===== src/rtl/reg_file_if.sv =====
// Bus bundle for reg_file_param: write port, two read ports, scoreboard and clear control.
interface reg_file_if #(
    parameter int WIDTH = 16,
    parameter int DEPTH = 8
);
    localparam int AW = (DEPTH > 1) ? $clog2(DEPTH) : 1;

    logic             Load;
    logic [AW-1:0]    DR;
    logic [WIDTH-1:0] Q;
    logic [AW-1:0]    SR1;
    logic [AW-1:0]    SR2;
    logic [WIDTH-1:0] SR1_OUT;
    logic [WIDTH-1:0] SR2_OUT;
    logic             Mark;
    logic [AW-1:0]    Mark_addr;
    logic             SR1_busy;
    logic             SR2_busy;
    logic             Clear_req;
    logic             Clear_busy;
    logic             Clear_done;

    modport master (
        output Load, DR, Q, SR1, SR2, Mark, Mark_addr, Clear_req,
        input  SR1_OUT, SR2_OUT, SR1_busy, SR2_busy, Clear_busy, Clear_done
    );

    modport slave (
        input  Load, DR, Q, SR1, SR2, Mark, Mark_addr, Clear_req,
        output SR1_OUT, SR2_OUT, SR1_busy, SR2_busy, Clear_busy, Clear_done
    );
endinterface


===== src/rtl/reg_file_param.sv =====
// 2-read/1-write register file with write-to-read bypass, pending-write
// scoreboard and a one-register-per-cycle hardware clear sequencer.
module reg_file_param #(
    parameter int WIDTH = 16,
    parameter int DEPTH = 8
) (
    input  logic        Clk,
    input  logic        Reset_n,
    reg_file_if.slave   bus
);
    localparam int AW = (DEPTH > 1) ? $clog2(DEPTH) : 1;

    typedef enum logic [1:0] {
        ST_IDLE  = 2'd0,
        ST_CLEAR = 2'd1,
        ST_DONE  = 2'd2
    } state_t;

    state_t           state_r;
    state_t           state_s;
    logic [AW-1:0]    idx_r;
    logic [AW-1:0]    idx_s;
    logic [WIDTH-1:0] mem_r [DEPTH];
    logic [DEPTH-1:0] busy_r;
    logic             clear_busy_r;
    logic             clear_done_r;
    logic             wr_en_s;
    logic             mark_en_s;

    // Non-power-of-two depths leave address codes with no backing register.
    function automatic logic in_range(input logic [AW-1:0] a);
        return ({{(32-AW){1'b0}}, a} < 32'(DEPTH));
    endfunction

    function automatic logic [WIDTH-1:0] read_port(input logic [AW-1:0] a);
        logic [WIDTH-1:0] d;
        if (!in_range(a)) begin
            d = {WIDTH{1'b0}};
        end else if (bus.Load && (bus.DR == a) && (state_r != ST_CLEAR)) begin
            d = bus.Q;
        end else begin
            d = mem_r[a];
        end
        return d;
    endfunction

    // Qualify write and mark requests; the clear sequencer owns the array while active.
    always_comb begin
        wr_en_s   = 1'b0;
        mark_en_s = 1'b0;
        if (state_r != ST_CLEAR) begin
            wr_en_s   = bus.Load && in_range(bus.DR);
            mark_en_s = bus.Mark && in_range(bus.Mark_addr);
        end else begin
            wr_en_s   = 1'b0;
            mark_en_s = 1'b0;
        end
    end

    // Clear sequencer next-state and index logic.
    always_comb begin
        state_s = state_r;
        idx_s   = idx_r;
        case (state_r)
            ST_IDLE: begin
                if (bus.Clear_req) begin
                    state_s = ST_CLEAR;
                    idx_s   = {AW{1'b0}};
                end else begin
                    state_s = ST_IDLE;
                end
            end
            ST_CLEAR: begin
                if (idx_r == AW'(DEPTH - 1)) begin
                    state_s = ST_DONE;
                    idx_s   = {AW{1'b0}};
                end else begin
                    idx_s   = idx_r + AW'(1'b1);
                end
            end
            ST_DONE: begin
                state_s = ST_IDLE;
            end
            default: begin
                state_s = ST_IDLE;
                idx_s   = {AW{1'b0}};
            end
        endcase
    end

    // Sequencer state register; status flags are registered from the next state.
    always_ff @(posedge Clk or negedge Reset_n) begin
        if (!Reset_n) begin
            state_r      <= ST_IDLE;
            idx_r        <= {AW{1'b0}};
            clear_busy_r <= 1'b0;
            clear_done_r <= 1'b0;
        end else begin
            state_r      <= state_s;
            idx_r        <= idx_s;
            clear_busy_r <= (state_s == ST_CLEAR);
            clear_done_r <= (state_s == ST_DONE);
        end
    end

    // Register array: clear sweep takes priority over normal writes.
    always_ff @(posedge Clk or negedge Reset_n) begin
        if (!Reset_n) begin
            for (int i = 0; i < DEPTH; i++) begin
                mem_r[i] <= {WIDTH{1'b0}};
            end
        end else if (state_r == ST_CLEAR) begin
            mem_r[idx_r] <= {WIDTH{1'b0}};
        end else if (wr_en_s) begin
            mem_r[bus.DR] <= bus.Q;
        end else begin
            mem_r[0] <= mem_r[0];
        end
    end

    // Scoreboard: the mark is applied after the write-clear so it wins on a collision.
    always_ff @(posedge Clk or negedge Reset_n) begin
        if (!Reset_n) begin
            busy_r <= {DEPTH{1'b0}};
        end else if (state_r == ST_CLEAR) begin
            busy_r[idx_r] <= 1'b0;
        end else begin
            if (wr_en_s) begin
                busy_r[bus.DR] <= 1'b0;
            end
            if (mark_en_s) begin
                busy_r[bus.Mark_addr] <= 1'b1;
            end
        end
    end

    assign bus.SR1_OUT    = read_port(bus.SR1);
    assign bus.SR2_OUT    = read_port(bus.SR2);
    assign bus.SR1_busy   = in_range(bus.SR1) ? busy_r[bus.SR1] : 1'b0;
    assign bus.SR2_busy   = in_range(bus.SR2) ? busy_r[bus.SR2] : 1'b0;
    assign bus.Clear_busy = clear_busy_r;
    assign bus.Clear_done = clear_done_r;
endmodule


===== src/flat_wrapper.sv =====
// flat-port wrapper written by rule: the top's interface ports become plain ports
module reg_file_param_flat 
#(
    parameter int WIDTH = 16,
    parameter int DEPTH = 8
)
  (Clk, Reset_n, bus_Load, bus_DR, bus_Q, bus_SR1, bus_SR2, bus_Mark, bus_Mark_addr, bus_Clear_req, bus_SR1_OUT, bus_SR2_OUT, bus_SR1_busy, bus_SR2_busy, bus_Clear_busy, bus_Clear_done);
  reg_file_if #(.WIDTH(WIDTH), .DEPTH(DEPTH)) bus_i ();
  input  logic Clk;
  input  logic Reset_n;
  input wire logic [$bits(bus_i.Load)-1:0] bus_Load;
  input wire logic [$bits(bus_i.DR)-1:0] bus_DR;
  input wire logic [$bits(bus_i.Q)-1:0] bus_Q;
  input wire logic [$bits(bus_i.SR1)-1:0] bus_SR1;
  input wire logic [$bits(bus_i.SR2)-1:0] bus_SR2;
  input wire logic [$bits(bus_i.Mark)-1:0] bus_Mark;
  input wire logic [$bits(bus_i.Mark_addr)-1:0] bus_Mark_addr;
  input wire logic [$bits(bus_i.Clear_req)-1:0] bus_Clear_req;
  output wire logic [$bits(bus_i.SR1_OUT)-1:0] bus_SR1_OUT;
  output wire logic [$bits(bus_i.SR2_OUT)-1:0] bus_SR2_OUT;
  output wire logic [$bits(bus_i.SR1_busy)-1:0] bus_SR1_busy;
  output wire logic [$bits(bus_i.SR2_busy)-1:0] bus_SR2_busy;
  output wire logic [$bits(bus_i.Clear_busy)-1:0] bus_Clear_busy;
  output wire logic [$bits(bus_i.Clear_done)-1:0] bus_Clear_done;
  assign bus_i.Load = bus_Load;
  assign bus_i.DR = bus_DR;
  assign bus_i.Q = bus_Q;
  assign bus_i.SR1 = bus_SR1;
  assign bus_i.SR2 = bus_SR2;
  assign bus_i.Mark = bus_Mark;
  assign bus_i.Mark_addr = bus_Mark_addr;
  assign bus_i.Clear_req = bus_Clear_req;
  assign bus_SR1_OUT = bus_i.SR1_OUT;
  assign bus_SR2_OUT = bus_i.SR2_OUT;
  assign bus_SR1_busy = bus_i.SR1_busy;
  assign bus_SR2_busy = bus_i.SR2_busy;
  assign bus_Clear_busy = bus_i.Clear_busy;
  assign bus_Clear_done = bus_i.Clear_done;
  reg_file_param #(.WIDTH(WIDTH), .DEPTH(DEPTH)) u_core (.Clk(Clk), .Reset_n(Reset_n), .bus(bus_i));
endmodule

===== config.mk =====
export PLATFORM = sky130hd
export DESIGN_NAME = reg_file_param_flat
export DESIGN_NICKNAME = d
export VERILOG_FILES = /design/src/rtl/reg_file_if.sv /design/src/rtl/reg_file_param.sv /design/src/flat_wrapper.sv
export SDC_FILE = /design/constraint.sdc
export NUM_CORES = 1
export LEC_CHECK = 0
export BUFFER_PORTS_ARGS = -buffer_cell sky130_fd_sc_hd__buf_2
export CAP_MARGIN = 5
export CORE_MARGIN = 5
export CORE_UTILIZATION = 54
export CTS_CLUSTER_SIZE = 28
export DETAILED_ROUTE_END_ITERATION = 8
export PLACE_DENSITY = 0.77
export SLEW_MARGIN = 40
export SYNTH_ARGS = -nofsm -noshare
export SYNTH_HDL_FRONTEND = slang
export SYNTH_SLANG_ARGS = --single-unit

===== constraint.sdc =====
create_clock -name Clk -period 1.95 [get_ports Clk]
set_clock_uncertainty 0.1 [all_clocks]
set_input_delay 0.195 -clock Clk [delete_from_list [all_inputs] [get_ports Clk]]
set_output_delay 0.195 -clock Clk [all_outputs]
set_load 0.02 [all_outputs]

==> summary by stage, run 1 <==
Hold path
Counting instances, the worst hold path has a depth of 2. In this run the most critical hold path is launched from bus_Q[9]. The worst hold path belongs to the class primary input to register. The capture endpoint of the worst hold path is u_core.mem_r[9]$_DFFE_PN0P_.

Yosys
During synthesis, Yosys emitted a total of 0 warnings. The netlist area before placement is 7930 um2. The synthesized net count is 563. The largest total area in the synthesized netlist belongs to dfrtp_1. The post-synthesis cell type count is 35. The most used flip-flop cell after synthesis is dfrtp_1. After synthesis, the share of cell area in mux cells is 28.8%. The leading cell type by number of instances after synthesis is dfrtp_1.

The synthesized netlist devotes 17.0% of its cell area to compound gates. The xor and xnor area share after synthesis is 0.663%. The simple-gate share of the synthesized area is 3.66%.

The register area share after synthesis is 45.1%. The number of synthesized flops with an enable pin is 0. Ranked by total cell area, the synthesized netlist is headed by dfrtp_1 45%, mux4_2 19%, a22o_1 14%.

The share of synthesized area in the top cell type comes to 45.1%. In the synthesized netlist, the cells that appear most often are 143 x dfrtp_1, 129 x a22o_1, 68 x mux4_2, 61 x mux2_2, 16 x buf_1. A synthesized cell averages 15.0 um2. Counting every instance in the synthesized netlist gives 528. After synthesis the netlist holds a flip-flop and latch count of 143. The largest family of logic cells by synthesized area is multiplexers. Summing the areas of all fa, ha and maj instances in the mapped netlist gives 0.316% of the synthesized area.

Of all flip-flops after synthesis, the portion carrying an async set or reset was 100%.

Pwr
The analysis attributes to cell leakage a power of 4.76 nW. Per report_power, the clock group accounts for 21.9% of the total. Combinational logic burns 44.5% of the power.

Sequential cells burn 33.5% of the power. Net switching is 34.0% of the power. Summing internal, switching and leakage power gives 14.6 mW. Internal power comes to 9.67 mW. Dividing total power by cell area gives a power density of 1430 nW/um2. The power dissipated by switching net loads is 4.98 mW. The worst-case IR drop observed on VDD is 0.880 mV.

Setup path
The internal reg-to-reg setup slack is 0.02 ns. The reg-to-reg critical path startpoint is u_core.state_r[0]$_DFF_PN0_. The kind of start point of the critical path is a register. The maximum fanout along the worst path is 3. The endpoint identified for the worst register-to-register timing path is u_core.mem_r[42]$_DFFE_PN0P_.

The cell depth of the worst flop-to-flop path is 8. At the worst endpoint, the required time is 1.65 ns. The capturing element type of the critical path is a primary output. The endpoint arrival time on the critical path is 2.04 ns. The critical path start-end classification is register to primary output.

Routing
The number of violations reported at the end of detailed-routing iteration 0 is 872. The via-per-instance ratio is 7.13. For this block, the via count after detailed routing is 6136. The count of nets left with antenna violations after detail routing is 0. The first detailed-routing pass took 7 iterations. The routed wire length is 25100 um.

The routed wirelength normalized by instance count is 29.2 um. The number of DRC violations after detailed routing is 0.

Place
The post-place setup slack is -0.174 ns. In this run the cell area measured after placement is 8720 um2. The final HPWL from detailed placement is 14400 um. The final weighted congestion in routability-driven placement is 0.846. Buffers placed on the I/O ports in this run total 68.

STA
The clock period minus worst slack is 2.33 ns. Timing would allow up to 0.429 GHz. For the pin with the worst max-slew slack, the measured transition is 0.764 ns. Setup repair after global routing could not meet its margin everywhere. The worst-case hold slack is 0.0502 ns. The final count of hold timing violations came to 0. The final number of setup-violating endpoints is 34.

The max-slew violation total from the final report is 0. The final clock period utilization by the worst path is 120%. The normalized max-slew margin is 48.9%. In the post-route analysis, the smallest setup slack over all paths is -0.381 ns.

Die
In this run the horizontal extent of the chip is 131 um. The die covers 17200 um2. The starting utilization of the core area is 54.8%. Pin placement for this block handled 69 I/O pins. The die span in y is 131 um. The core area is 14500 um2. The number of cell rows is 44.

Final layout
In the final layout, the share of cells above drive strength 1 is 53.1%. The number of inserted diodes is 0. The final layout contains 700 nets.

The design area is 10200 um2. The fill cell total of the finished layout is 900. The multi-input combinational cell area is 4240 um2.

Registers take 3580 um2. Relative to the synthesized area, the layout overhead comes to 29.2%.

Flow run
The max-cap violation count is 0.

GRT
The wire length of the first global-routing pass is 37900 um. The initial antenna violation count is 0. The number of global-route vias before repair is 6328. The total global routing overflow is 0. Global routing used 28.5% of the available tracks across all layers. The largest net degree at the start of global routing is 57.

Clock tree
The cell sitting at the root of the clock tree is a clkbuf_16. The clock latency at the later pin of the worst-skew pair is 0.42 ns. The maximum buffer depth of the clock tree is 2. The clock drives 143 sinks.

TritonCTS built the clock tree. The CTS buffer count is 17. The CTS H-tree depth is 4.

Clock-pin slew was measured on the worst setup and hold paths at 0.06 ns.

Status
The final reports fail on negative setup slack. The run finished, with violations left.
-- sequential cells by signal (all words and copies together) (netlist names) --
name                   flops
u_core.idx_r               3
u_core.mem_r             128
u_core.bus.Clear_busy      1
u_core.bus.Clear_done      1
u_core.busy_r              8
u_core.state_r             2
-- cell type report --
cell class	count	area share, %
Sequential cell	143	34.9
Tap cell	184	2.25
Timing Repair Buffer	177	15.6
Multi-Input combinational cell	322	41.4
Clock buffer	26	5.17
Clock inverter	4	0.489
Inverter	4	0.147
-- power groups by stage --
stage	Sequential [mW]	Combinational, mW	Clock [mW]
2_1_floorplan	4.61	3.47	0
3_3_place_gp	4.78	4.77	0
3_5_place_dp	4.87	4.93	0
4_1_cts	4.85	5.84	3.24
5_1_grt	5.01	6.80	3.37
6_report	4.91	6.53	3.21
-- per-stage QoR --
stage / TNS (ns) / std cells / utilization, %
3_5_place_dp: -5.16 / 775 / 60.2
6_report: -11.03 / 860 / 70.8
3_3_place_gp: -5.06 / 775 / 60.1
4_1_cts: -11.29 / 828 / 67.9
2_1_floorplan: -0.0508 / 528 / -
5_1_grt: -12.99 / 860 / 70.8
-- cells by family (layout without fill, tap and decap cells) --
kind of cell,Yosys count,in the layout
AO/OA/AOI/OAI,149,149
XOR/XNOR,6,6
adder cells (fa/ha/maj),2,2
buffers and inverters,63,211
flip-flops,143,143
multiplexers,135,135
AND/OR/NAND/NOR,30,30
-- metal layers --
layer  global-route usage, %  share of wire (%)
met4                    8.26                2.4
met5                       0                  0
met3                    8.56                 11
met1                    38.3                 37
met2                    45.4                 49
-- worst max-delay path, stage by stage (launching register included) --
cell and delay (ns):
dfrtp_1 0.39, mux4_2 0.50, mux2_2 0.28, mux2_4 0.30, buf_6 0.14
-- worst max-delay path by stage --
stage                                  from               to  cells past startpoint
6_report       u_core.mem_r[68]$_DFFE_PN0P_   bus_SR1_OUT[4]                      4
5_1_grt        u_core.mem_r[15]$_DFFE_PN0P_  bus_SR1_OUT[15]                      4
4_1_cts        u_core.mem_r[68]$_DFFE_PN0P_   bus_SR1_OUT[4]                      4
3_5_place_dp                     bus_SR1[0]   bus_SR1_OUT[9]                      6
3_3_place_gp                     bus_SR2[0]  bus_SR2_OUT[14]                      6
2_1_floorplan                    bus_SR2[1]  bus_SR2_OUT[10]                      5
-- timing repair --
action | CTS | global route
setup endpoints to repair | 68 | 63
gates cloned | 1 | 2
resized for setup | 89 | 49
pin swaps | 0 | 1
hold buffers | 3 | 0
endpoints found under the hold margin | 56 | 0
buffers inserted | 19 | 30
-- placed cells by master, fill, tap and decap left out, types with 2 or more instances in the layout --
cell | synthesis | routed
nor2b_1 | 4 | 3
nor2_1 | 7 | 6
a21oi_4 | 0 | 2
o21ai_0 | 2 | 2
and2_1 | 2 | 2
buf_6 | 10 | 38
mux2_2 | 61 | 15
a22o_1 | 129 | 129
nor3_4 | 3 | 3
a31oi_4 | 2 | 4
nand2_1 | 2 | 2
clkbuf_16 | 0 | 17
nor3b_4 | 1 | 2
buf_12 | 0 | 14
mux2_4 | 0 | 51
buf_4 | 8 | 87
mux4_2 | 68 | 68
nor4_4 | 3 | 3
dlygate4sd3_1 | 0 | 3
buf_2 | 11 | 33
ha_1 | 2 | 2
inv_1 | 4 | 4
clkinvlp_4 | 0 | 2
clkbuf_1 | 14 | 2
xor2_1 | 6 | 6
a32o_1 | 9 | 9
dfrtp_1 | 143 | 143
clkbuf_8 | 0 | 7
(Power assumes the default switching activity.)
==> run 2: changes to the inputs <==
Settings changed: CORE_ASPECT_RATIO set to 0.6, MAX_ROUTING_LAYER set to met4, REMOVE_ABC_BUFFERS set to 1.
==> summary by stage, run 2 (synthesis results as in run 1) <==
Status
The flow ran to the end, but the final reports show violations. The checks that failed: negative setup slack.

STA
The slew of the pin with the lowest slew margin is 0.490 ns. The max-slew violation total from the final report is 0. The worst path setup slack after routing is -0.376 ns. Derived from the worst setup path, the maximum achievable clock frequency is 0.430 GHz. The final clock period utilization by the worst path is 119%. The final count of hold timing violations is 0.

The post-route setup TNS is -16.32 ns. The final number of setup-violating endpoints is 102. Setup repair after global routing could not meet its margin everywhere.

Headroom to the max-slew limit came out at 67.3%. The smallest clock period supported by the final layout is computed as 2.33 ns.

Routing
The routed wirelength normalized by instance count is 28.9 um. After the first detailed-routing iteration, the DRC count stood at 675. The routed wire length is 25100 um.

After detailed routing, the number of remaining DRC violations is 0. The first detailed-routing pass took 5 iterations. The count of nets left with antenna violations after detail routing is 0. After detailed routing, the number of vias per cell comes to 7.03.

Detailed routing inserted a total of 6099 vias.

Setup path
The reg-to-reg critical path startpoint is u_core.state_r[0]$_DFF_PN0_. The capturing element type of the critical path is a primary output. The critical path start-end classification is register to primary output. The critical path starts at u_core.mem_r[79]$_DFFE_PN0P_. The worst setup path is launched from a register. The endpoint required time on the critical path is 1.65 ns. STA puts the critical path data arrival time at 2.03 ns. The maximum fanout along the worst path is 3. The cell depth of the worst flop-to-flop path is 8.

Hold path
In this run the worst hold path is classified as primary input to register. In this run the most critical hold path is launched from bus_Mark_addr[2]. Counting instances, the worst hold path has a depth of 2.

GRT
The number of global-route vias before repair came to 6289. The initial antenna violation count was 0. The met2 track utilization from global routing is 41.9%.

Entering global routing, the biggest net connects 56 pins. The layer flagged by global routing as most heavily used is met2. The wire length of the first global-routing pass is 37700 um.

Global routing used 29.1% of the available tracks across all layers. The global-route track usage on met3 is 9.95%. The total global routing overflow is 0. In the global route stage, met1 resource usage came out at 39.2%.

Clock tree
The TritonCTS clock tree is built. The CTS H-tree depth is 4. The clock transition at the registers of the reported paths is 0.06 ns. The cell sitting at the root of the clock tree is a clkbuf_16.

No sink is reached through more buffers than the 2 on the longest clock path. The clock reaches the later pin of the worst-skew pair after 0.41 ns. The number of clock buffers added by TritonCTS is 17. Counting every sink on the clock net gives 143.

Final layout
From synthesis to final layout, the design area changed by 30.4%. The multi-input combinational cell area is 4230 um2. The number of flip-flops under the largest register name is 128. In the final layout, flip-flops and latches occupy 3580 um2. The final-stage net count is 693.

The number of inserted diodes is 0. Ranked by flip-flop count, first place goes to u_core.mem_r. The fill cell total of the finished layout is 902. After routing the design area is 10300 um2.

Leaving out fill and tap cells, the most frequent cell in the layout is dfrtp_1. The share of layout cells above drive strength 1 is 53.1%. The library cells used most frequently in the layout, excluding fill and tap cells, are 143 x dfrtp_1, 129 x a22o_1, 70 x buf_4, 68 x mux4_2, 48 x mux2_4. In the final layout, the registers with the most flip-flops are u_core.mem_r x128, u_core.busy_r x8, u_core.idx_r x3.

Pwr
Dividing total power by cell area gives a power density of 1450 nW/um2. Summed over all cells, the static leakage comes to 4.79 nW. IR analysis of the VDD net gives a maximum drop of 0.667 mV.

Die
The floorplan step defined a die boundary enclosing 17300 um2. The core region is 14500 um2. The floorplan step set the die width to 166 um. The boundary pin count is 69. The floorplan has 34 rows.

The initial utilization of the core area, before any placement, comes to 54.8%. From bottom edge to top edge, the die measures 104 um.

Flow run
The max-cap violation count is 0.

Place
The total cell area at the placement stage is 8770 um2. The final weighted congestion in routability-driven placement is 0.846. In this run the tool buffered the top-level ports with 68 buffer cells.

Detailed placement finished with a half-perimeter wire length of 14500 um.
-- run 2: area by class of cell --
| type | instances | share of cell area [%] |
|---|---|---|
| Sequential cell | 143 | 34.6 |
| Tap cell | 198 | 2.40 |
| Inverter | 4 | 0.145 |
| Clock buffer | 22 | 4.68 |
| Timing Repair Buffer | 170 | 16.0 |
| Multi-Input combinational cell | 322 | 40.9 |
| Clock inverter | 9 | 1.27 |
-- run 2: power breakdown --
part           internal (mW)  total (mW)  switching, mW
logic                   3.78        6.65           2.87
registers               4.01        4.92          0.915
clock network           2.14        3.41           1.27
total                   9.93        15.0           5.05
-- run 2: worst paths after layout --
kind	endpoint	slack, ns
setup / recovery	bus_SR1_OUT[15]	-0.38
hold / removal	u_core.busy_r[6]$_DFF_PN0_	0.03
setup reg to reg	u_core.mem_r[47]$_DFFE_PN0P_	-0.19
hold reg to reg	u_core.mem_r[85]$_DFFE_PN0P_	0.42
max in group asynchronous	u_core.mem_r[92]$_DFFE_PN0P_	0.87
min in group asynchronous	u_core.mem_r[63]$_DFFE_PN0P_	0.19
-- run 2: worst max-delay path, cell delays in order, from the launching register on --
cell and delay [ns]:
dfrtp_1 0.40, mux4_2 0.53, mux2_4 0.29, mux2_4 0.27, buf_6 0.13
-- run 2: layer usage --
metal  up-vias  part of all wire [%]  wire length (um)
li1       2419                     -                 -
met1      3197                    40             10100
met2       427                    46             11600
met3        56                    11              2780
met4         0                   2.8               691
met5         -                     0                 0
-- run 2: what timing repair did --
item / in CTS / in global routing
resized for setup: 112 / 24
hold buffers: 1 / 0
setup endpoints to repair: 51 / 125
buffers inserted: 24 / 23
pin swaps: 4 / 5
endpoints found under the hold margin: 43 / 0
gates cloned: 1 / 2
-- run 2: through the flow --
stage	total power [mW]	hold slack [ns]	setup slack, ns	cells	util, %
finish	15.0	0.0268	-0.376	868	71.5
global route	15.5	0.0246	-0.460	868	71.5
CTS	14.1	0.00748	-0.356	846	69.2
detailed placement	9.77	0.0741	-0.205	789	60.6
global placement	9.49	0.0626	-0.190	789	60.4
floorplan	7.80	-0.201	-1.11	469	-
==> run 3: changes to the inputs <==
Settings changed: MAX_ROUTING_LAYER met4 to unset.
==> summary by stage, run 3 (synthesis results as in run 1) <==
Routing
The number of violations reported at the end of detailed-routing iteration 0 is 619. The first TritonRoute pass finished after 5 iterations. The via total after detailed routing is 6110.

The number of DRC violations after detailed routing is 0. The count of nets left with antenna violations after detail routing is 0. The routed wire length is 25100 um. The via-per-instance ratio is 7.05. The routed wirelength normalized by instance count is 28.9 um.

Clock tree
TritonCTS created 17 clock buffers. TritonCTS built the clock tree. Clock tree synthesis selected as its root buffer the cell clkbuf_16. The clock latency at the later pin of the worst-skew pair is 0.42 ns. Clock-pin slew was measured on the worst setup and hold paths at 0.06 ns. The maximum buffer depth of the clock tree is 2. The clock sink count is 143.

In this run the number of H-tree levels came out at 4.

Setup path
The capture instance of the worst register-to-register path is u_core.mem_r[47]$_DFFE_PN0P_. The cell with the largest stage delay on the worst path is mux4_2. STA classifies the critical path endpoint as a primary output. By instance count, the cell type seen most on the critical path is mux2_4.

The startpoint identified for the worst register-to-register timing path is u_core.state_r[0]$_DFF_PN0_. The worst setup path is of the register to primary output kind. For the worst flop-to-flop path, the logic depth is 8. The kind of start point of the critical path is a register. The internal reg-to-reg setup slack is -0.16 ns. For the worst setup path, the data required time is 1.65 ns. In this run the worst path has a maximum fanout of 3. Traced cell by cell, the critical path runs through mux4_2 -> mux2_4 -> mux2_4 -> buf_6. Data on the critical path arrives at its endpoint at 2.03 ns. The delay of the slowest cell on the worst path is 0.51 ns.

Final layout
Leaving out fill and tap cells, the most frequent cell in the layout is dfrtp_1. The design area is 10300 um2. The area growth from synthesis to layout is 30.3%. In the final design database the tool counted 692 nets. The largest registers in the layout are u_core.mem_r x128, u_core.busy_r x8, u_core.idx_r x3.

The utilization after layout is 71.4%. The register with the most flip-flops in the final layout is u_core.mem_r. The register with the most flip-flops in the layout has 128 of them.

The share of layout cells above drive strength 1 is 53.1%. The number of inserted diodes is 0. In the layout the commonest cells are 143 x dfrtp_1, 129 x a22o_1, 69 x buf_4, 68 x mux4_2, 48 x mux2_4. The non-filler instance count after layout is 867.

STA
The tightest hold path in the finished design has a slack of 0.0178 ns. The slew of the pin with the lowest slew margin is 0.493 ns. The normalized max-slew margin is 67.1%. The final count of hold timing violations is 0. The post-route setup TNS is -15.38 ns. Setup repair after global routing could not meet its margin everywhere.

The worst path uses 119% of the clock period. The worst path setup slack after routing is -0.377 ns. The max-slew violation total from the final report came to 0. Setup violations remaining at the end of the flow were counted as 102. The clock period minus worst slack is 2.33 ns. Timing would allow up to 0.430 GHz.

Status
The flow ran to the end, but the final reports show violations. The final reports fail on negative setup slack.

GRT
The number of global-route vias before repair came to 6255. The total track usage is 28.3%. The total global routing overflow is 0.

The first global-routing pass estimated 37700 um of wire. The initial antenna violation count is 0. Entering global routing, the biggest net connects 56 pins.

Pwr
The design draws 14.9 mW. Across the VDD grid, the largest voltage drop is 0.672 mV. For this design the static power due to leakage is 4.79 nW. The power density normalized to cell area is 1450 nW/um2.

Die
Measured along the x axis, the die boundary spans 166 um. The floorplan die area is 17300 um2. The number of cell rows is 34. The starting utilization of the core area is 54.8%. The die is 104 um tall.

In this run the count of I/O pins placed on the die edge is 69. The core area is 14500 um2.

Place
In this run the tool buffered the top-level ports with 68 buffer cells. The post-place setup slack is -0.205 ns. The placed instances occupy a cell area of 8770 um2.

The number of cells after detailed placement is 789. The final weighted congestion in routability-driven placement is 0.833. The final HPWL from detailed placement is 14500 um.

Hold path
In this run the worst hold path is classified as primary input to register. The number of cells traversed by the worst hold path is 2. The capture endpoint of the worst hold path is u_core.busy_r[6]$_DFF_PN0_.

The startpoint identified for the worst hold timing path is bus_Mark_addr[2].

Flow run
The max-cap violation count is 0.
run 3: worst max path at each step:
stage	slack (ns)	cells after the start	from	to
detailed placement	-0.20	6	bus_SR1[0]	bus_SR1_OUT[15]
global route	-0.45	8	u_core.state_r[0]$_DFF_PN0_	bus_SR1_OUT[4]
finish	-0.38	4	u_core.mem_r[95]$_DFFE_PN0P_	bus_SR1_OUT[15]
global placement	-0.19	6	bus_SR1[0]	bus_SR1_OUT[12]
CTS	-0.36	4	u_core.mem_r[79]$_DFFE_PN0P_	bus_SR1_OUT[15]
floorplan	-1.11	4	u_core.state_r[0]$_DFF_PN0_	u_core.mem_r[64]$_DFFE_PN0P_
run 3: area by class of cell:
cell class              instances  area [um2]
multi-input cells             322        4230
fillers                       897        4130
flip-flops and latches        143        3580
repair buffers                169        1640
clock buffers                  22         484
well taps                     198         248
clock inverters                 9         131
inverters                       4        15.0
run 3: timing repair:
| item | CTS | global route |
|---|---|---|
| hold endpoints to repair | 43 | 0 |
| buffers inserted | 24 | 22 |
| pin swaps | 4 | 5 |
| hold buffers | 1 | 0 |
| endpoints found under the setup margin | 51 | 124 |
| cloned | 1 | 2 |
| gates resized for setup | 112 | 24 |
run 3: per-layer routing:
metal	part of all wire, %	up-vias	wire, um	GRT usage, %
met2	46	456	11400	42.0
met4	2.8	0	702	9.46
met5	0	-	0	0
met1	40	3170	9960	39.2
met3	12	67	3000	10.1
li1	-	2417	-	-
run 3: critical path: cells and delay by family (launching register included):
kind                   cells  cell delay (ns)
flip-flops                 1             0.41
multiplexers               3             1.07
buffers and inverters      1             0.13
run 3: where the power goes:
part           total [mW]  leakage, nW  internal (mW)  switching [mW]
Sequential           4.92         1.95           4.01           0.915
Clock                3.42        0.295           2.14            1.27
Combinational        6.61         2.54           3.76            2.85
